===== config.mk =====
export PLATFORM = sky130hd
export DESIGN_NAME = linear_proj_ctrl
export DESIGN_NICKNAME = d
export VERILOG_FILES = /design/src/rtl/linear_proj_pkg.sv /design/src/rtl/linear_proj_vpipe.sv /design/src/rtl/linear_proj_ctrl.sv
export SDC_FILE = /design/constraint.sdc
export NUM_CORES = 1
export LEC_CHECK = 0
export CAP_MARGIN = 30
export CORE_UTILIZATION = 40
export DETAILED_ROUTE_END_ITERATION = 8
export PLACE_DENSITY = 0.8
export SLEW_MARGIN = 20
export SYNTH_ARGS = -nofsm -noshare
export SYNTH_HDL_FRONTEND = slang
export SYNTH_SLANG_ARGS = --single-unit
export TNS_END_PERCENT = 20

===== constraint.sdc =====
create_clock -name clk -period 2.9 [get_ports clk]
set_input_delay 0.29 -clock clk [delete_from_list [all_inputs] [get_ports clk]]
set_output_delay 0.29 -clock clk [all_outputs]
set_load 0.005 [all_outputs]

===== src/rtl/linear_proj_pkg.sv =====
// Shared types and default geometry for the linear projection datapath.
package linear_proj_pkg;

  localparam int ROW_SIZE_MAT_C  = 2;
  localparam int COL_SIZE_MAT_C  = 2;
  localparam int INNER_DIMENSION = 12;
  localparam int BLOCK_SIZE      = 4;

  localparam int INNER_STEPS = INNER_DIMENSION / BLOCK_SIZE;

  // $clog2 of 1 is 0; every counter/address still needs at least one bit.
  function automatic int clog2_min1(input int n);
    return (n <= 1) ? 1 : $clog2(n);
  endfunction

  localparam int ADDR_W_A = clog2_min1(ROW_SIZE_MAT_C * INNER_STEPS);
  localparam int ADDR_W_B = clog2_min1(COL_SIZE_MAT_C * INNER_STEPS);
  localparam int FLAG_W   = clog2_min1(ROW_SIZE_MAT_C * COL_SIZE_MAT_C);

  typedef enum logic [2:0] {
    IDLE,
    FEED,
    DRAIN,
    OUT,
    DONE
  } ctrl_state_t;

  typedef struct packed {
    logic valid;
    logic first;
    logic last;
  } strobe_t;

endpackage


===== src/rtl/linear_proj_vpipe.sv =====
// Delays the core strobes by the buffer read latency so they line up with read data.
module linear_proj_vpipe
  import linear_proj_pkg::*;
#(
  parameter int DEPTH = 1
) (
  input  logic    clk,
  input  logic    rst,
  input  strobe_t d,
  output strobe_t q
);

  strobe_t sr [DEPTH];

  always_ff @(posedge clk) begin
    if (rst) begin
      for (int unsigned i = 0; i < DEPTH; i++) sr[i] <= '0;
    end else begin
      sr[0] <= d;
      for (int unsigned i = 1; i < DEPTH; i++) sr[i] <= sr[i-1];
    end
  end

  assign q = sr[DEPTH-1];

endmodule


===== src/rtl/linear_proj_ctrl.sv =====
// Tile sequencer: walks C tiles row-major, streams A/B chunk reads, hands results downstream.
module linear_proj_ctrl #(
  parameter int ROW_TILES   = linear_proj_pkg::ROW_SIZE_MAT_C,
  parameter int COL_TILES   = linear_proj_pkg::COL_SIZE_MAT_C,
  parameter int INNER_STEPS = linear_proj_pkg::INNER_DIMENSION / linear_proj_pkg::BLOCK_SIZE,
  parameter int RD_LATENCY  = 1,
  parameter int ADDR_W_A    = linear_proj_pkg::clog2_min1(ROW_TILES * INNER_STEPS),
  parameter int ADDR_W_B    = linear_proj_pkg::clog2_min1(COL_TILES * INNER_STEPS),
  parameter int FLAG_W      = linear_proj_pkg::clog2_min1(ROW_TILES * COL_TILES)
) (
  input  logic                clk,
  input  logic                rst,
  input  logic                start,
  output logic                busy,
  output logic                done,
  output logic                a_rd_en,
  output logic [ADDR_W_A-1:0] a_rd_addr,
  output logic                b_rd_en,
  output logic [ADDR_W_B-1:0] b_rd_addr,
  output logic                core_valid,
  output logic                core_first,
  output logic                core_last,
  input  logic                core_out_valid,
  output logic                out_valid,
  input  logic                out_ready,
  output logic [FLAG_W-1:0]   out_flag
);

  import linear_proj_pkg::*;

  localparam int RW = clog2_min1(ROW_TILES);
  localparam int CW = clog2_min1(COL_TILES);
  localparam int KW = clog2_min1(INNER_STEPS);
  localparam int NT = ROW_TILES * COL_TILES;

  ctrl_state_t       state, state_nxt;
  logic [RW-1:0]     row;
  logic [CW-1:0]     col;
  logic [KW-1:0]     k;
  logic [FLAG_W-1:0] tile;
  logic              k_last, tile_last, col_last, feeding;
  strobe_t           strb_in, strb_out;

  assign k_last    = (k == KW'(INNER_STEPS - 1));
  assign tile_last = (tile == FLAG_W'(NT - 1));
  assign col_last  = (col == CW'(COL_TILES - 1));
  assign feeding   = (state == FEED);

  always_ff @(posedge clk) begin
    if (rst) state <= IDLE;
    else     state <= state_nxt;
  end

  always_comb begin
    state_nxt = state;
    case (state)
      IDLE:    if (start) state_nxt = FEED;
      FEED:    if (k_last) state_nxt = DRAIN;
      DRAIN:   if (core_out_valid) state_nxt = OUT;
      OUT:     if (out_ready) state_nxt = tile_last ? DONE : FEED;
      DONE:    state_nxt = IDLE;
      default: state_nxt = IDLE;
    endcase
  end

  // Tile index is tracked alongside row/col so out_flag needs no multiplier.
  always_ff @(posedge clk) begin
    if (rst) begin
      row  <= '0;
      col  <= '0;
      k    <= '0;
      tile <= '0;
    end else begin
      case (state)
        IDLE: begin
          if (start) begin
            row  <= '0;
            col  <= '0;
            k    <= '0;
            tile <= '0;
          end
        end
        FEED: k <= k_last ? '0 : k + 1'b1;
        OUT: begin
          if (out_ready && !tile_last) begin
            tile <= tile + 1'b1;
            if (col_last) begin
              col <= '0;
              row <= row + 1'b1;
            end else begin
              col <= col + 1'b1;
            end
          end
        end
        default: ;
      endcase
    end
  end

  always_comb begin
    busy      = (state != IDLE);
    done      = (state == DONE);
    a_rd_en   = feeding;
    b_rd_en   = feeding;
    a_rd_addr = '0;
    b_rd_addr = '0;
    if (feeding) begin
      a_rd_addr = ADDR_W_A'(row) * ADDR_W_A'(INNER_STEPS) + ADDR_W_A'(k);
      b_rd_addr = ADDR_W_B'(col) * ADDR_W_B'(INNER_STEPS) + ADDR_W_B'(k);
    end
    out_valid = (state == OUT);
    out_flag  = out_valid ? tile : '0;
  end

  assign strb_in = '{valid: feeding, first: feeding && (k == '0), last: feeding && k_last};

  linear_proj_vpipe #(
    .DEPTH(RD_LATENCY)
  ) u_vpipe (
    .clk(clk),
    .rst(rst),
    .d  (strb_in),
    .q  (strb_out)
  );

  assign core_valid = strb_out.valid;
  assign core_first = strb_out.first;
  assign core_last  = strb_out.last;

endmodule


==> results of run 1 <==
-- registers in the layout (all words and copies together), names as in the netlist --
name,count
u_vpipe.sr,3
tile,2
col,1
k,2
row,1
state,3
-- tightest hold or removal path, delay by kind of cell (launching register included) --
family | cells | cell delay (ps)
multiplexers | 1 | 50
flip-flops | 1 | 330
AND/OR/NAND/NOR | 1 | 70
-- cells in the mapped netlist (all sizes together), types with 3 or more instances --
library cell  number  area, um^2
buf                5        40.0
a21oi              3        18.8
nand2b             4        25.0
dfxtp             12         240
nor2b              3        18.8
and2               4        25.0
ha                 3        37.5
nor2               6        25.0
inv                6        22.5
-- through the flow --
| step | area (um^2) | std cells | util [%] |
|---|---|---|---|
| 2_1_floorplan | 738 | 81 | - |
| 3_3_place_gp | 922 | 119 | 53.4 |
| 3_5_place_dp | 922 | 119 | 53.4 |
| 4_1_cts | 945 | 122 | 54.7 |
| 5_1_grt | 945 | 122 | 54.7 |
| 6_report | 945 | 122 | 54.7 |
-- where the power goes --
part           internal, mW  switching, mW  total (mW)
clock network        0.0482         0.0550       0.103
registers             0.169        0.00687       0.176
logic                0.0273         0.0191      0.0465
-- layout make-up --
cell class | instances | area [um^2] | area share, %
well taps | 25 | 31.3 | 3.31
multi-input cells | 56 | 428 | 45.3
inverters | 6 | 22.5 | 2.38
repair buffers | 20 | 200 | 21.2
flip-flops and latches | 12 | 240 | 25.4
clock buffers | 3 | 22.5 | 2.38
-- how the worst max path moves through the flow --
stage,slack (ps),to,start,cells after the start
floorplan,1420,a_rd_addr[1],k[0],4
global placement,850,b_rd_addr[0],state[0],4
finish,510,a_rd_addr[0],state[0],4
global route,360,b_rd_addr[0],state[0],4
CTS,500,a_rd_addr[0],state[0],4
detailed placement,790,a_rd_addr[0],state[0],4
-- cells in the final DEF (no fill, tap or decap), types with 2 or more instances in the layout --
master / instances
fa_1: 2
ha_1: 3
and2_1: 4
nand2_1: 2
inv_1: 6
nor2_1: 5
and3b_1: 2
or4_1: 2
dfxtp_1: 12
a21oi_1: 2
nand3b_1: 2
o21ai_0: 2
nand2b_1: 4
nor3_1: 2
nor2b_1: 3
clkbuf_4: 3
clkdlybuf4s50_1: 20
-- metal layers --
metal  wire length (um)  vias up  global-route usage, %  share of wire (%)
li1                   -      319                      -                  -
met2                686       17                   23.2                 49
met3                 42        5                   2.40                3.0
met4                 55        0                   14.5                3.9
met1                616      288                   20.6                 44
met5                  0        -                      0                  0
-- cell families (layout without fill, tap and decap cells) --
kind of cell	after synthesis	in the layout	synth area share (%)
AO/OA/AOI/OAI	12	12	11.4
buffers and inverters	13	29	9.49
adder cells (fa/ha/maj)	5	5	10.5
AND/OR/NAND/NOR	38	38	34.7
flip-flops	12	12	32.5
multiplexers	1	1	1.36
==> qor.csv, run 1 <==
stage,metric,value,unit
timing,rsz0062_at_grt,false,
setup_path,crit_path_max_incr_delay,540,ps
setup_path,crit_type,register to primary output,
logic_synthesis,synthCells,81,
detailed_routing,post_drt_wl_per_cell,11.5,um
setup_path,r2r_slack,1480,ps
setup_path,end_kind,primary output,
setup_path,cp.required,2610,ps
timing,worstMarginPinSlew,522,ps
detailed_routing,drt_wl_total,1.40,mm
setup_path,rr_worst_depth,3,
placement,hpwl,1.07,mm
cells_and_area,nNetsFinal,109,
logic_synthesis,synth_seq_area_share,32.5,%
logic_synthesis,yosysUniqueCellTypes,40,
setup_path,cp_max_fo,14,
setup_path,crit_path_cell_trace,or3b_1 > inv_1 > and2_1 > clkdlybuf4s50_1,
timing,setup_viol,0,
clock_tree,clock_latency,280,ps
detailed_routing,ant_nets,0,
global_route,grt_pass1_vias,528,
global_route,grt_pass1_wl,2.28,mm
global_route,grt_usage,16.1,%
timing,hold_viol,0,
global_route,grt_max_degree,16,
detailed_routing,drc_errors,0,
die,core_area,1730,um^2
clock_tree,cts_tree,done,
timing,slew_headroom,65.1,%
power_and_ir_drop,power_density,345,nW/um^2
logic_synthesis,yosysWarnings,0,
min_path,hp-start,tile[1],
logic_synthesis,syn-num-nets,91,
detailed_routing,via_per_inst,5.16,
power_and_ir_drop,finalPower,326,uW
clock_tree,cts_setup_buffers,0,
die,dieWidth,45.0,um
timing,slew_violations,0,
timing,hold_ws,496,ps
clock_tree,numCtsBuffers,3,
power_and_ir_drop,leakagePower,0.334,nW
timing,fmax,419,MHz
clock_tree,cts_resized,0,
die,dieArea,2020,um^2
timing,final.setup.tns,0,ps
timing,final.min_clock_period,2390,ps
clock_tree,clk_pin_slew,80,ps
die,start_util,42.8,%
min_path,min_path_cells,2,
cells_and_area,area_delta_synth_final,28.0,%
setup_path,startpoint_type,register,
clock_tree,cts_num_sinks,12,
timing,fin_crit_sh,82.4,%
detailed_routing,drt_pre_antenna_iters,2,
logic_synthesis,synth_area,738,um^2
min_path,min_path_type,register to register,
timing,setup_slack,511,ps
setup_path,rr_startpoint,state[1],
min_path,whs_endpoint,tile[1],
die,die_h,45.0,um
clock_tree,root_buffer,clkbuf_4,
logic_synthesis,async_reset_ff_share,0,%
setup_path,cp_top_family,simple AND/OR/NAND/NOR gates,
cells_and_area,num_antenna_cells,0,
run,cap_violations,0,
clock_tree,clk_path_buf_depth,2,
setup_path,cpMaxStageDelayCell,or3b_1,
cells_and_area,drive_above_1_share,8.25,%
placement,io_buffers,20,
logic_synthesis,synth_ff_type,dfxtp_1,
cells_and_area,num-fill-cells,166,
clock_tree,hold_buffers,0,
setup_path,worst_ep_arrival_time,2100,ps
global_route,overflow,0,
setup_path,rr_endpoint,tile[1],
placement,dpl_worst_slack,793,ps
timing,skew,9.26,ps
die,num_io_pins,21,
logic_synthesis,avgSynthCellArea,9.11,um^2
setup_path,critPathBufInv,2,
die,rows,15,
clock_tree,htreeDepth,1,
outcome,outcome,"complete, no violations",
logic_synthesis,synth_enable_flop_cells,0,
detailed_routing,vias,629,
detailed_routing,drt_iter0_drc,1,
logic_synthesis,synth-seq-cells,12,
power_and_ir_drop,ir_drop,0.142,mV
global_route,antenna_found_initial,0,
placement,gp_congestion,0.820,
(Power assumes the default switching activity.)
==> run 2: changes to the inputs <==
==> constraint.sdc (replaced) <==
create_clock -name clk -period 2.4 [get_ports clk]
set_input_delay 0.24 -clock clk [delete_from_list [all_inputs] [get_ports clk]]
set_output_delay 0.24 -clock clk [all_outputs]
set_load 0.005 [all_outputs]
==> qor.csv, run 2 (same netlist as run 1, synthesis figures left out) <==
stage,metric,value,unit,change
timing,rsz0062_at_grt,false,,
detailed_routing,vias,634,,+0.79%
cells_and_area,nNetsFinal,111,,+1.8%
clock_tree,hold_buffers,0,,unchanged
min_path,min_path_cells,2,,unchanged
outcome,outcome,"complete, no violations",,
die,start_util,42.8,%,unchanged
timing,setup_viol,0,,unchanged
global_route,grt_pass1_wl,2.33,mm,+1.8%
global_route,antenna_found_initial,0,,unchanged
power_and_ir_drop,ir_drop,0.215,mV,+51%
die,die_h,45.0,um,unchanged
timing,worstMarginPinSlew,546,ps,+24.2 ps
run,cap_violations,0,,unchanged
power_and_ir_drop,finalPower,432,uW,+33%
clock_tree,numCtsBuffers,3,,unchanged
timing,fin_crit_sh,91.4,%,
setup_path,r2r_slack,930,ps,-550 ps
cells_and_area,final_common_cell,clkdlybuf4s50_1,,
setup_path,cp.required,2160,ps,-450 ps
detailed_routing,drc_errors,0,,unchanged
die,dieWidth,45.0,um,unchanged
clock_tree,clk_path_buf_depth,2,,unchanged
placement,io_buffers,20,,unchanged
min_path,whs_endpoint,tile[1],,
clock_tree,htreeDepth,1,,unchanged
placement,hpwl,1.09,mm,+1.1%
cells_and_area,area_delta_synth_final,32.4,%,
min_path,hp-start,tile[1],,
cells_and_area,layout_common_cells,"clkdlybuf4s50_1, dfxtp_1, inv_1",,
detailed_routing,drt_iter0_drc,9,,+8
setup_path,rr_startpoint,state[0],,
timing,skew,4.85,ps,-4.41 ps
global_route,grt_max_degree,15,,-1
die,rows,15,,unchanged
global_route,overflow,0,,unchanged
detailed_routing,drt_pre_antenna_iters,4,,+2
setup_path,crit_path_cell_trace,ha_1 > inv_1 > fa_1 > nor2_1 > clkdlybuf4s50_1,,
clock_tree,cts_tree,done,,
timing,fmax,456,MHz,
timing,final.setup.tns,0,ps,unchanged
detailed_routing,ant_nets,0,,unchanged
global_route,grt_usage,16.2,%,+0.070 points
setup_path,crit_type,register to primary output,,
power_and_ir_drop,power_density,442,nW/um^2,+28%
global_route,grt_pass1_vias,513,,-2.8%
clock_tree,root_buffer,clkbuf_4,,
setup_path,rr_worst_depth,4,,+1
clock_tree,clk_pin_slew,80,ps,about the same
cells_and_area,num-fill-cells,174,,+4.8%
setup_path,end_kind,primary output,,
setup_path,startpoint_type,register,,
setup_path,rr_endpoint,tile[1],,
cells_and_area,multiInputGateArea,430,um^2,+0.58%
cells_and_area,num_antenna_cells,0,,unchanged
timing,final.min_clock_period,2190,ps,
setup_path,cp_max_fo,5,,-9
die,num_io_pins,21,,unchanged
timing,hold_viol,0,,unchanged
setup_path,worst_ep_arrival_time,1950,ps,-150 ps
detailed_routing,drt_wl_total,1.45,mm,+3.4%
min_path,min_path_type,register to register,,
cells_and_area,top_regs,"state x3, u_vpipe.sr x3",,
power_and_ir_drop,leakagePower,0.353,nW,+5.7%
detailed_routing,via_per_inst,5.07,,-1.6%
timing,slew_headroom,63.5,%,-1.6 points
die,core_area,1730,um^2,unchanged
clock_tree,clock_latency,270,ps,about the same
setup_path,cpMaxStageDelayCell,clkdlybuf4s50_1,,
cells_and_area,drive_above_1_share,13.0,%,+4.8 points
die,dieArea,2020,um^2,unchanged
detailed_routing,post_drt_wl_per_cell,11.6,um,+0.95%
timing,slew_violations,0,,unchanged
setup_path,crit_path_max_incr_delay,510,ps,-30 ps
placement,gp_congestion,0.790,,-3.6%
clock_tree,cts_num_sinks,12,,unchanged
cells_and_area,seq_area,241,um^2,+0.52%
run 2: changes by cell type in the layout (fill, tap and decap cells not counted):
| cell | previous run | this run |
|---|---|---|
| buf_4 | 0 | 2 |
| clkbuf_8 | 0 | 1 |
| dfxtp_1 | 12 | 11 |
| dfxtp_2 | 0 | 1 |
| or3b_1 | 1 | 0 |
| or3b_4 | 0 | 1 |
run 2: routing by layer:
| metal | routed length (um) | global-route usage (%) | vias up |
|---|---|---|---|
| met5 | 0 | 0 | - |
| met4 | 14 | 9.09 | 0 |
| met3 | 52 | 3.60 | 2 |
| met2 | 690 | 25.2 | 20 |
| met1 | 690 | 20.5 | 290 |
| li1 | - | - | 322 |
run 2: repair_timing:
item                       in CTS  in global routing
setup endpoints to repair       0                  2
gates resized for setup         0                  2
setup buffers                   0                  0
run 2: layout make-up:
cell class                 instances  share of cell area [%]
sequential                        12                    24.7
timing repair buffer              22                    22.0
tap                               25                    3.20
multi-input combinational         56                    44.0
clock buffer                       4                    3.71
inverter                           6                    2.30
run 2: per-stage QoR:
step,utilization (%),cells,hold WS (ps),cell area (um^2),worst slack (ps)
final,56.6,125,495,977,207
after global routing,56.6,125,523,977,84.6
after CTS,56.4,125,500,973,77.3
after detailed placement,54.3,121,487,937,375
after global placement,54.3,121,473,937,459
after floorplan,-,81,316,738,974
run 2: power breakdown:
group	total (mW)	leakage [nW]	internal (mW)	switching (mW)
combinational	0.0642	0.234	0.0360	0.0281
clock	0.158	0.0210	0.0921	0.0659
sequential	0.210	0.0979	0.205	0.00514
total	0.432	0.353	0.333	0.0991
run 2: critical path: cells and delay by family, from the launching register on:
kind | cells | cell delay [ps]
and+or+nand+nor | 1 | 110
DFF | 1 | 410
buffers and inverters | 2 | 560
adders and majority gates | 2 | 600
run 2: worst max-delay path by stage:
stage / slack [ps] / to / startpoint / cells after the start
6_report: 210 / b_rd_addr[1] / col / 5
5_1_grt: 80 / b_rd_addr[1] / col / 5
4_1_cts: 80 / b_rd_addr[1] / k[0] / 5
3_5_place_dp: 380 / b_rd_addr[1] / k[0] / 5
3_3_place_gp: 460 / b_rd_addr[1] / k[0] / 5
2_1_floorplan: 970 / a_rd_addr[1] / k[0] / 4
==> run 3: changes to the inputs <==
==> constraint.sdc (replaced) <==
create_clock -name clk -period 2.35 [get_ports clk]
set_input_delay 0.235 -clock clk [delete_from_list [all_inputs] [get_ports clk]]
set_output_delay 0.235 -clock clk [all_outputs]
set_load 0.005 [all_outputs]
==> results of run 3 <==
Same layout as run 2 (identical final DEF). Status: complete, no violations.
Main changes from that run: setup slack after placement 375 ps -> 330 ps; setup slack after layout 207 ps -> 162 ps; register-to-register setup slack 930 ps -> 880 ps; total power 0.432 mW -> 0.441 mW; worst IR drop on VDD 0.215 mV -> 0.220 mV
